File: config.mk
export PLATFORM = sky130hd
export DESIGN_NAME = clock_adjust_controller
export DESIGN_NICKNAME = d
export VERILOG_FILES = /design/src/rtl/wall_clock_pkg.sv /design/src/rtl/button_debouncer.sv /design/src/rtl/clock_adjust_controller.sv
export SDC_FILE = /design/constraint.sdc
export NUM_CORES = 1
export LEC_CHECK = 0
export CAP_MARGIN = 40
export CORE_UTILIZATION = 60
export DETAILED_ROUTE_END_ITERATION = 7
export GPL_ROUTABILITY_DRIVEN = 0
export PLACE_DENSITY = 0.86
export SLEW_MARGIN = 20
export SYNTH_ARGS = -nofsm -noshare
export SYNTH_HDL_FRONTEND = slang
export SYNTH_SLANG_ARGS = --single-unit
File: constraint.sdc
create_clock -name clk -period 6.6 [get_ports clk]
set_clock_uncertainty 0.2 [all_clocks]
set_input_delay 1.32 -clock clk [delete_from_list [all_inputs] [get_ports clk]]
set_output_delay 1.32 -clock clk [all_outputs]
set_load 0.05 [all_outputs]
File: src/rtl/wall_clock_pkg.sv
// Shared encodings and field geometry for the wall-clock time-setting path.
package wall_clock_pkg;

  // Set-mode states double as the externally visible mode code.
  typedef enum logic [1:0] {
    MODE_RUN   = 2'd0,
    MODE_SET_H = 2'd1,
    MODE_SET_M = 2'd2,
    MODE_SET_S = 2'd3
  } mode_e;

  // Bit offsets of each two-digit BCD field inside the 24-bit time word.
  localparam int HOURS_LSB   = 16;
  localparam int MINUTES_LSB = 8;
  localparam int SECONDS_LSB = 0;

  // Field limits, numeric and as packed BCD for direct comparison.
  localparam int HOURS_MAX   = 23;
  localparam int MIN_SEC_MAX = 59;
  localparam logic [7:0] HOURS_MAX_BCD   = 8'h23;
  localparam logic [7:0] MIN_SEC_MAX_BCD = 8'h59;

endpackage

File: src/rtl/button_debouncer.sv
// Synchronizes one raw button and emits a single-cycle pulse on an accepted press.
module button_debouncer
  import wall_clock_pkg::*;
#(
  parameter int STABLE_CYCLES = 1_000_000
) (
  input  logic clk,
  input  logic reset_n,
  input  logic button_raw,
  output logic press
);

  localparam int CW = $clog2(STABLE_CYCLES + 1);

  logic [1:0]    sync_q;
  logic          level_q;
  logic [CW-1:0] cnt_q;

  // Two-flop synchronizer for the asynchronous button input.
  always_ff @(posedge clk or negedge reset_n) begin
    if (!reset_n) sync_q <= 2'b00;
    else          sync_q <= {sync_q[0], button_raw};
  end

  // Count consecutive cycles the synchronized level differs from the accepted
  // level; any bounce back restarts the count. Only accepted rises pulse.
  always_ff @(posedge clk or negedge reset_n) begin
    if (!reset_n) begin
      level_q <= 1'b0;
      cnt_q   <= '0;
      press   <= 1'b0;
    end else begin
      press <= 1'b0;
      if (sync_q[1] == level_q) begin
        cnt_q <= '0;
      end else if (cnt_q == CW'(STABLE_CYCLES - 1)) begin
        level_q <= sync_q[1];
        cnt_q   <= '0;
        press   <= sync_q[1];
      end else begin
        cnt_q <= cnt_q + CW'(1);
      end
    end
  end

endmodule

File: src/rtl/clock_adjust_controller.sv
// Time-setting sequencer: debounced buttons drive a set-mode FSM that edits a
// BCD shadow of the time and loads it back into the counter on exit.
module clock_adjust_controller
  import wall_clock_pkg::*;
#(
  parameter int CLK_RATE_HZ = 100_000_000,
  parameter int DEBOUNCE_MS = 10,
  parameter int BLINK_HZ    = 2
) (
  input  logic        clk,
  input  logic        reset_n,
  input  logic        adjustment_next,
  input  logic        adjustment_increment,
  input  logic [23:0] time_in,
  output logic        run_enable,
  output logic        time_load,
  output logic [23:0] time_load_value,
  output logic [23:0] display_data,
  output logic [5:0]  digit_enable_mask,
  output logic [1:0]  mode
);

  localparam int DEBOUNCE_CYCLES = CLK_RATE_HZ / 1000 * DEBOUNCE_MS;
  localparam int BLINK_HALF      = CLK_RATE_HZ / (2 * BLINK_HZ);
  localparam int BW              = $clog2(BLINK_HALF + 1);

  mode_e          state_q;
  logic [23:0]    shadow_q;
  logic [23:0]    shadow_inc;
  logic [BW-1:0]  blink_cnt_q;
  logic           blink_vis_q;
  logic           next_press;
  logic           inc_press;
  logic           inc_take;

  button_debouncer #(.STABLE_CYCLES(DEBOUNCE_CYCLES)) u_next_db (
    .clk        (clk),
    .reset_n    (reset_n),
    .button_raw (adjustment_next),
    .press      (next_press)
  );

  button_debouncer #(.STABLE_CYCLES(DEBOUNCE_CYCLES)) u_inc_db (
    .clk        (clk),
    .reset_n    (reset_n),
    .button_raw (adjustment_increment),
    .press      (inc_press)
  );

  // Advance a two-digit BCD field with wrap at lim. Out-of-range captured
  // values wrap to 00 so the shadow only ever receives valid BCD.
  function automatic logic [7:0] bcd_field_inc(input logic [7:0] f, input logic [7:0] lim);
    if (f >= lim)             return 8'h00;
    else if (f[3:0] >= 4'd9)  return {f[7:4] + 4'd1, 4'd0};
    else                      return {f[7:4], f[3:0] + 4'd1};
  endfunction

  // Increment applies only when not in RUN and no next press (next wins).
  assign inc_take = inc_press && !next_press && (state_q != MODE_RUN);

  // Shadow word with the currently selected field advanced.
  always_comb begin
    shadow_inc = shadow_q;
    case (state_q)
      MODE_SET_H: shadow_inc[HOURS_LSB   +: 8] = bcd_field_inc(shadow_q[HOURS_LSB   +: 8], HOURS_MAX_BCD);
      MODE_SET_M: shadow_inc[MINUTES_LSB +: 8] = bcd_field_inc(shadow_q[MINUTES_LSB +: 8], MIN_SEC_MAX_BCD);
      MODE_SET_S: shadow_inc[SECONDS_LSB +: 8] = bcd_field_inc(shadow_q[SECONDS_LSB +: 8], MIN_SEC_MAX_BCD);
      default:    shadow_inc = shadow_q;
    endcase
  end

  // Set-mode FSM with registered run-enable, load strobe and load value.
  always_ff @(posedge clk or negedge reset_n) begin
    if (!reset_n) begin
      state_q         <= MODE_RUN;
      shadow_q        <= '0;
      run_enable      <= 1'b1;
      time_load       <= 1'b0;
      time_load_value <= '0;
    end else begin
      time_load <= 1'b0;
      if (next_press) begin
        case (state_q)
          MODE_RUN: begin
            shadow_q   <= time_in;
            run_enable <= 1'b0;
            state_q    <= MODE_SET_H;
          end
          MODE_SET_H: state_q <= MODE_SET_M;
          MODE_SET_M: state_q <= MODE_SET_S;
          MODE_SET_S: begin
            time_load_value <= shadow_q;
            time_load       <= 1'b1;
            run_enable      <= 1'b1;
            state_q         <= MODE_RUN;
          end
          default: state_q <= MODE_RUN;
        endcase
      end else if (inc_take) begin
        shadow_q <= shadow_inc;
      end
    end
  end

  // Blink phase: restart visible on any state change or edit so the new
  // value shows at once; idle-cleared while running.
  always_ff @(posedge clk or negedge reset_n) begin
    if (!reset_n) begin
      blink_cnt_q <= '0;
      blink_vis_q <= 1'b1;
    end else if (next_press || inc_take || state_q == MODE_RUN) begin
      blink_cnt_q <= '0;
      blink_vis_q <= 1'b1;
    end else if (blink_cnt_q == BW'(BLINK_HALF - 1)) begin
      blink_cnt_q <= '0;
      blink_vis_q <= ~blink_vis_q;
    end else begin
      blink_cnt_q <= blink_cnt_q + BW'(1);
    end
  end

  // Blank the two digits of the field being edited during the off phase.
  always_comb begin
    digit_enable_mask = 6'b111111;
    if (!blink_vis_q) begin
      case (state_q)
        MODE_SET_H: digit_enable_mask[5:4] = 2'b00;
        MODE_SET_M: digit_enable_mask[3:2] = 2'b00;
        MODE_SET_S: digit_enable_mask[1:0] = 2'b00;
        default:    digit_enable_mask = 6'b111111;
      endcase
    end
  end

  assign mode         = state_q;
  assign display_data = (state_q == MODE_RUN) ? time_in : shadow_q;

endmodule
; ---- Word level (Yosys, flattened, before mapping)
; Cells that the tools add are included.
[classes]
n_addsub = 9
magnitude_cmp = 6
reduce_logical = 26
bitwise_logic = 3
muxes = 32
eq_ne = 8
[op_table]
columns = cell, n
row1 = $mux W20, 4
row2 = $mux W24, 3
row3 = $mux W8, 9
row4 = $mux W25, 2
row5 = $add A20 B1 Y20 const B, 2
row6 = $eq A20 B20 Y1 const B, 2
row7 = $add A25 B1 Y25 const B, 1
row8 = $eq A25 B25 Y1 const B, 1
row9 = $add A4 B1 Y4 const B, 6
row10 = $ge A8 B7 Y1 const B, 2
row11 = $reduce_and A2 Y1, 7
row12 = $reduce_bool A2 Y1, 7
row13 = $ge A4 B4 Y1 const B, 3
row14 = $reduce_and A3 Y1, 3
row15 = $reduce_bool A3 Y1, 3
row16 = $ge A8 B6 Y1 const B, 1
row17 = $mux W1, 8
row18 = $pmux W2 S4, 1
row19 = $mux W2, 3
row20 = $mux W6, 1
row21 = $eq A2 B2 Y1 const B, 2
row22 = $not A1 Y1, 3
row23 = $eq A1 B1 Y1, 2
row24 = $eq A2 B1 Y1 const B, 1
row25 = 5 further kinds, 7
[word_totals]
word_cells = 104
regBits = 126
output_inout_bits = 58
input_bits = 28

; ---- Logic depth before layout (Yosys ltp)
[logic_depth]
depth_word = 6
ltp_mapped = 8
ltp_nobuf = 6

; ---- Modules after synthesis
; From an unflattened synthesis, not the netlist that was laid out.
[unflattened]
hier_cells = 658
hier_area_um2 = 6468.7
[by_module_without_submodules]
columns = mod, cells_per_inst, n_inst, area_each_um2
row1 = clock_adjust_controller, 426, 1, 4196.5
row2 = button_debouncer, 116, 2, 1136.1

; ---- Worst setup path before layout
; No wires, ideal clock.
[synth_path]
path_kind = flip-flop to output port
startpoint = register state_q[0], in the netlist mode[0]
endpoint = output display_data[16]
n_path_buf = 2
stages_incl_launch_ff = 6
t_arrival_ps = 2693
path_slack_ps = 2387
required_time_ps = 5080
cell_sequence = dfrtp_1 > inv_1 > ha_1 > buf_1 > buf_1 > o21ai_0
[synth_via]
elab_chain_cells = 2
[synth_rtl]
columns = element, line_no
row1 = start: declaration, clock_adjust_controller.sv:27  ; mode_e state_q;
row2 = start signal: assignment, clock_adjust_controller.sv:75  ; state_q <= MODE_RUN;
row3 = start signal: assignment, clock_adjust_controller.sv:87  ; state_q <= MODE_SET_H;
row4 = start signal: assignment, clock_adjust_controller.sv:89  ; MODE_SET_H: state_q <= MODE_SET_M;
row5 = $logic_not A2 Y1, clock_adjust_controller.sv:136  ; assign display_data = (state_q == MODE_RUN) ? time_in : shadow_q;
row6 = $mux W24, --
row7 = end: declaration, clock_adjust_controller.sv:18  ; output logic [23:0] display_data,
; Every way passes these cells.

; ---- Worst setup path in the final report
[layout_path]
startpoint = register state_q[0], in the netlist mode[0]
endpoint = output display_data[23]
; Same word-level chain as after synthesis.

==> metrics.cfg <==
[timing]
timing.hold.ws_ns=0.149
hold_viol=0
slew_viol_final=0
fin_crit_sh_pct=66.6
fmax_mhz=227
finalSetupTns_ns=0
fin_crit_ns=4.40
setup_viol=0
worst_pin_slew_ns=0.884
rsz0062_at_grt=false
worst_slew_margin_rel_pct=39.6

[synth]
synth_ff_type=dfrtp_1
synthSimpleGateAreaFrac_pct=21.8
ys_seq_area_share_pct=48.1
ys_warn_count=0
synth_compound_area_share_pct=12.5
async_reset_ff_share_pct=100
muxShareOfSynthArea_pct=4.46
syn_inst=683
synth_edf_count=0
synth_area_sq_um=6570
synth-xor-area-share_pct=4.94
synth.distinct_cells=62
avgSynthCellArea_sq_um=9.61
synth_nets=734
synthAdderAreaFrac_pct=4.38
ys_ff_latch=126
synth_top_family_by_area=simple AND/OR/NAND/NOR gates

[critical_path]
critical_path.max_fanout=39
worstPathCellList=inv_1, ha_1, buf_4, mux2_2, clkdlybuf4s50_1
arrival_ns=2.88
cp_top_family=buffers and inverters
critPathBufInv=3
endpoint_kind=output port
crit_required_ns=5.08
critPathSlowestCell=clkdlybuf4s50_1
cpPeakStageDelay_ns=0.73
worstSetupPathType=flip-flop to output port
critPathLaunchType=flip-flop

[detailed_routing]
vias=5546
drt_pass1_iterations=5
via_per_inst=6.09
drt-total-wl_mm=15.4
ant_nets=0
wl_per_cell_um=16.9
route.detailed.drc=0
dr.first_iter.drc_count=380

[clocking]
cts.sinks=126
clockRootBuffer=clkbuf_8
post_cts_buffers=0
postCtsHoldBufs=0
htreeDepth=4
post_cts_resized=0
worstSkewPairLatency_ns=0.53
clk_pin_slew_ns=0.06
cts_buffers=17
clockBufferDepth=2
cts_tree=done

[flow_run]
maxCapViolCount=0

[grt]
grt_pass1_vias=5580
grt_pass1_wl_mm=26.1
grt_max_degree=56
antenna_found_initial=0
overflow=0
grt_util_all_layers_pct=29.1

[power_and_ir_drop]
leakagePower_nw=3.38
p_per_area_nw_per_um2=230
peakVddDrop_mv=0.172
finalPower_mw=1.88

[floorplan]
die_h_um=107
die_area_sq_um=11400
ios=86
fp-row-count=37
dieWidth_um=107
start_util_pct=62.7
core-area_sq_um=10500

[final_layout]
num_antenna_cells=0
final_nets=813
area_growth_pct=24.3
drive_gt1_share_pct=10.1
final_cell_area_sq_um=8160
layoutNonFillerInstCount=911

[placement]
io_buffers=85
dp_hpwl_mm=10.4
place_inst=879
place_area_sq_um=7520

[outcome]
outcome=finished clean

[worst_hold_path]
hold_path.class=flip-flop to flip-flop

area by class of cell:
cell class	instances	area, sq um
Clock buffer	18	428
Inverter	31	116
Sequential cell	126	3160
Timing Repair Buffer	92	913
Multi-Input combinational cell	494	3160
Tap cell	136	170
Fill cell	698	2300
Clock inverter	14	216
kinds of logic (layout without fill, tap and decap cells):
group,after synthesis,in the layout
flops,126,126
fa+ha+maj,23,23
buf+inv,63,155
mux,26,26
compound gates,133,133
simple gates,275,275
xor+xnor,37,37
per-stage QoR:
step | utilization, % | worst slack [ns]
2_1_floorplan | - | 2.39
4_1_cts | 78.0 | 2.18
3_3_place_gp | 71.7 | 2.30
3_5_place_dp | 71.9 | 2.23
5_1_grt | 78.0 | 2.04
6_report | 78.0 | 2.20
synth_stat cells (2+ instances only):
cell | number | share of area, %
a211oi_1 | 2 | 0.23
nor3_1 | 11 | 0.84
dfstp_2 | 2 | 0.80
a22oi_1 | 2 | 0.23
a221oi_1 | 2 | 0.27
o311ai_0 | 2 | 0.27
and3_1 | 5 | 0.48
or3_1 | 14 | 1.3
nand2b_1 | 5 | 0.48
nand2_1 | 74 | 4.2
dfrtp_1 | 124 | 47
a21o_1 | 2 | 0.23
inv_1 | 31 | 1.8
nor2_1 | 62 | 3.5
a21oi_1 | 32 | 2.4
xor2_1 | 18 | 2.4
and3b_1 | 2 | 0.27
xnor2_1 | 19 | 2.5
o21ai_0 | 51 | 3.9
o31ai_1 | 12 | 1.4
buf_1 | 2 | 0.11
ha_1 | 23 | 4.4
and2_1 | 4 | 0.38
o21a_1 | 2 | 0.23
buf_4 | 3 | 0.34
a31oi_1 | 2 | 0.19
buf_2 | 3 | 0.23
clkbuf_1 | 24 | 1.4
or3b_2 | 2 | 0.27
or4_1 | 13 | 1.5
nand4_1 | 16 | 1.5
o211ai_1 | 7 | 0.80
nor4_1 | 10 | 0.95
o21ai_1 | 2 | 0.15
nand3b_1 | 6 | 0.69
mux2_2 | 26 | 4.5
nand3_1 | 29 | 2.2
and4_1 | 5 | 0.67
nor4b_1 | 7 | 0.93
or4b_1 | 3 | 0.46
final timing paths:
kind                            slack [ns]  cells after the start                start                  end
min in group asynchronous             0.54                      1              reset_n      blink_cnt_q[20]
worst max-delay path                  2.20                      5              mode[0]     display_data[23]
worst min register to register        0.15                      0  u_next_db.sync_q[0]  u_next_db.sync_q[1]
worst min-delay path                  0.15                      0  u_next_db.sync_q[0]  u_next_db.sync_q[1]
max in group asynchronous             4.33                      3              reset_n    u_inc_db.cnt_q[3]
worst max register to register        3.68                      7              mode[0]          shadow_q[3]
power breakdown:
group          leakage (nW)  internal [mW]  total, mW  switching [mW]
Clock                 0.303          0.661       1.00           0.342
Sequential             1.65          0.777      0.782         0.00465
Combinational          1.43         0.0360     0.0958          0.0598
Total                  3.38           1.47       1.88           0.407
state kept, by name, summed over array words and instances (netlist names), 2 cells and up:
signal,count
mode,2
time_load_value,24
u_inc_db.cnt_q,20
shadow_q,24
u_next_db.cnt_q,20
u_inc_db.sync_q,2
blink_cnt_q,25
u_next_db.sync_q,2
placed cells by master (no fill, tap or decap), drive strengths merged, types with 3 or more instances in the layout:
master / netlist / layout
dfrtp: 124 / 124
or4b: 3 / 3
buf: 8 / 8
xor2: 18 / 18
nand2b: 5 / 5
inv: 31 / 31
or4: 13 / 13
nand4: 17 / 17
a21oi: 32 / 32
bufinv: 0 / 5
clkbuf: 24 / 18
nand3: 30 / 30
mux2: 26 / 26
nand2: 74 / 74
and4: 5 / 5
o21ai: 53 / 53
clkdlybuf4s50: 0 / 84
and2: 4 / 4
nor3: 11 / 11
or3: 14 / 14
xnor2: 19 / 19
and3: 6 / 6
ha: 23 / 23
nor4: 10 / 10
or3b: 3 / 3
clkinv: 0 / 5
nand3b: 6 / 6
nor4b: 7 / 7
clkinvlp: 0 / 4
o31ai: 12 / 12
nor2: 62 / 62
o211ai: 7 / 7
per-layer routing:
| metal | track usage [%] | wire length [um] | vias to the layer above |
|---|---|---|---|
| met5 | 0 | 0 | - |
| met4 | 10.4 | 232 | 0 |
| met3 | 6.20 | 896 | 24 |
| met2 | 48.7 | 7680 | 204 |
| met1 | 37.6 | 6620 | 2708 |
| li1 | - | - | 2610 |
worst register-to-register path: stages (launching register included):
cell and delay, ns:
dfrtp_1 0.39, inv_1 0.11, ha_1 0.27, buf_4 0.27, nand3b_1 0.35, a2111oi_0 0.82
nand2_1 0.17, o221ai_1 0.24
(Power assumes the default switching activity.)
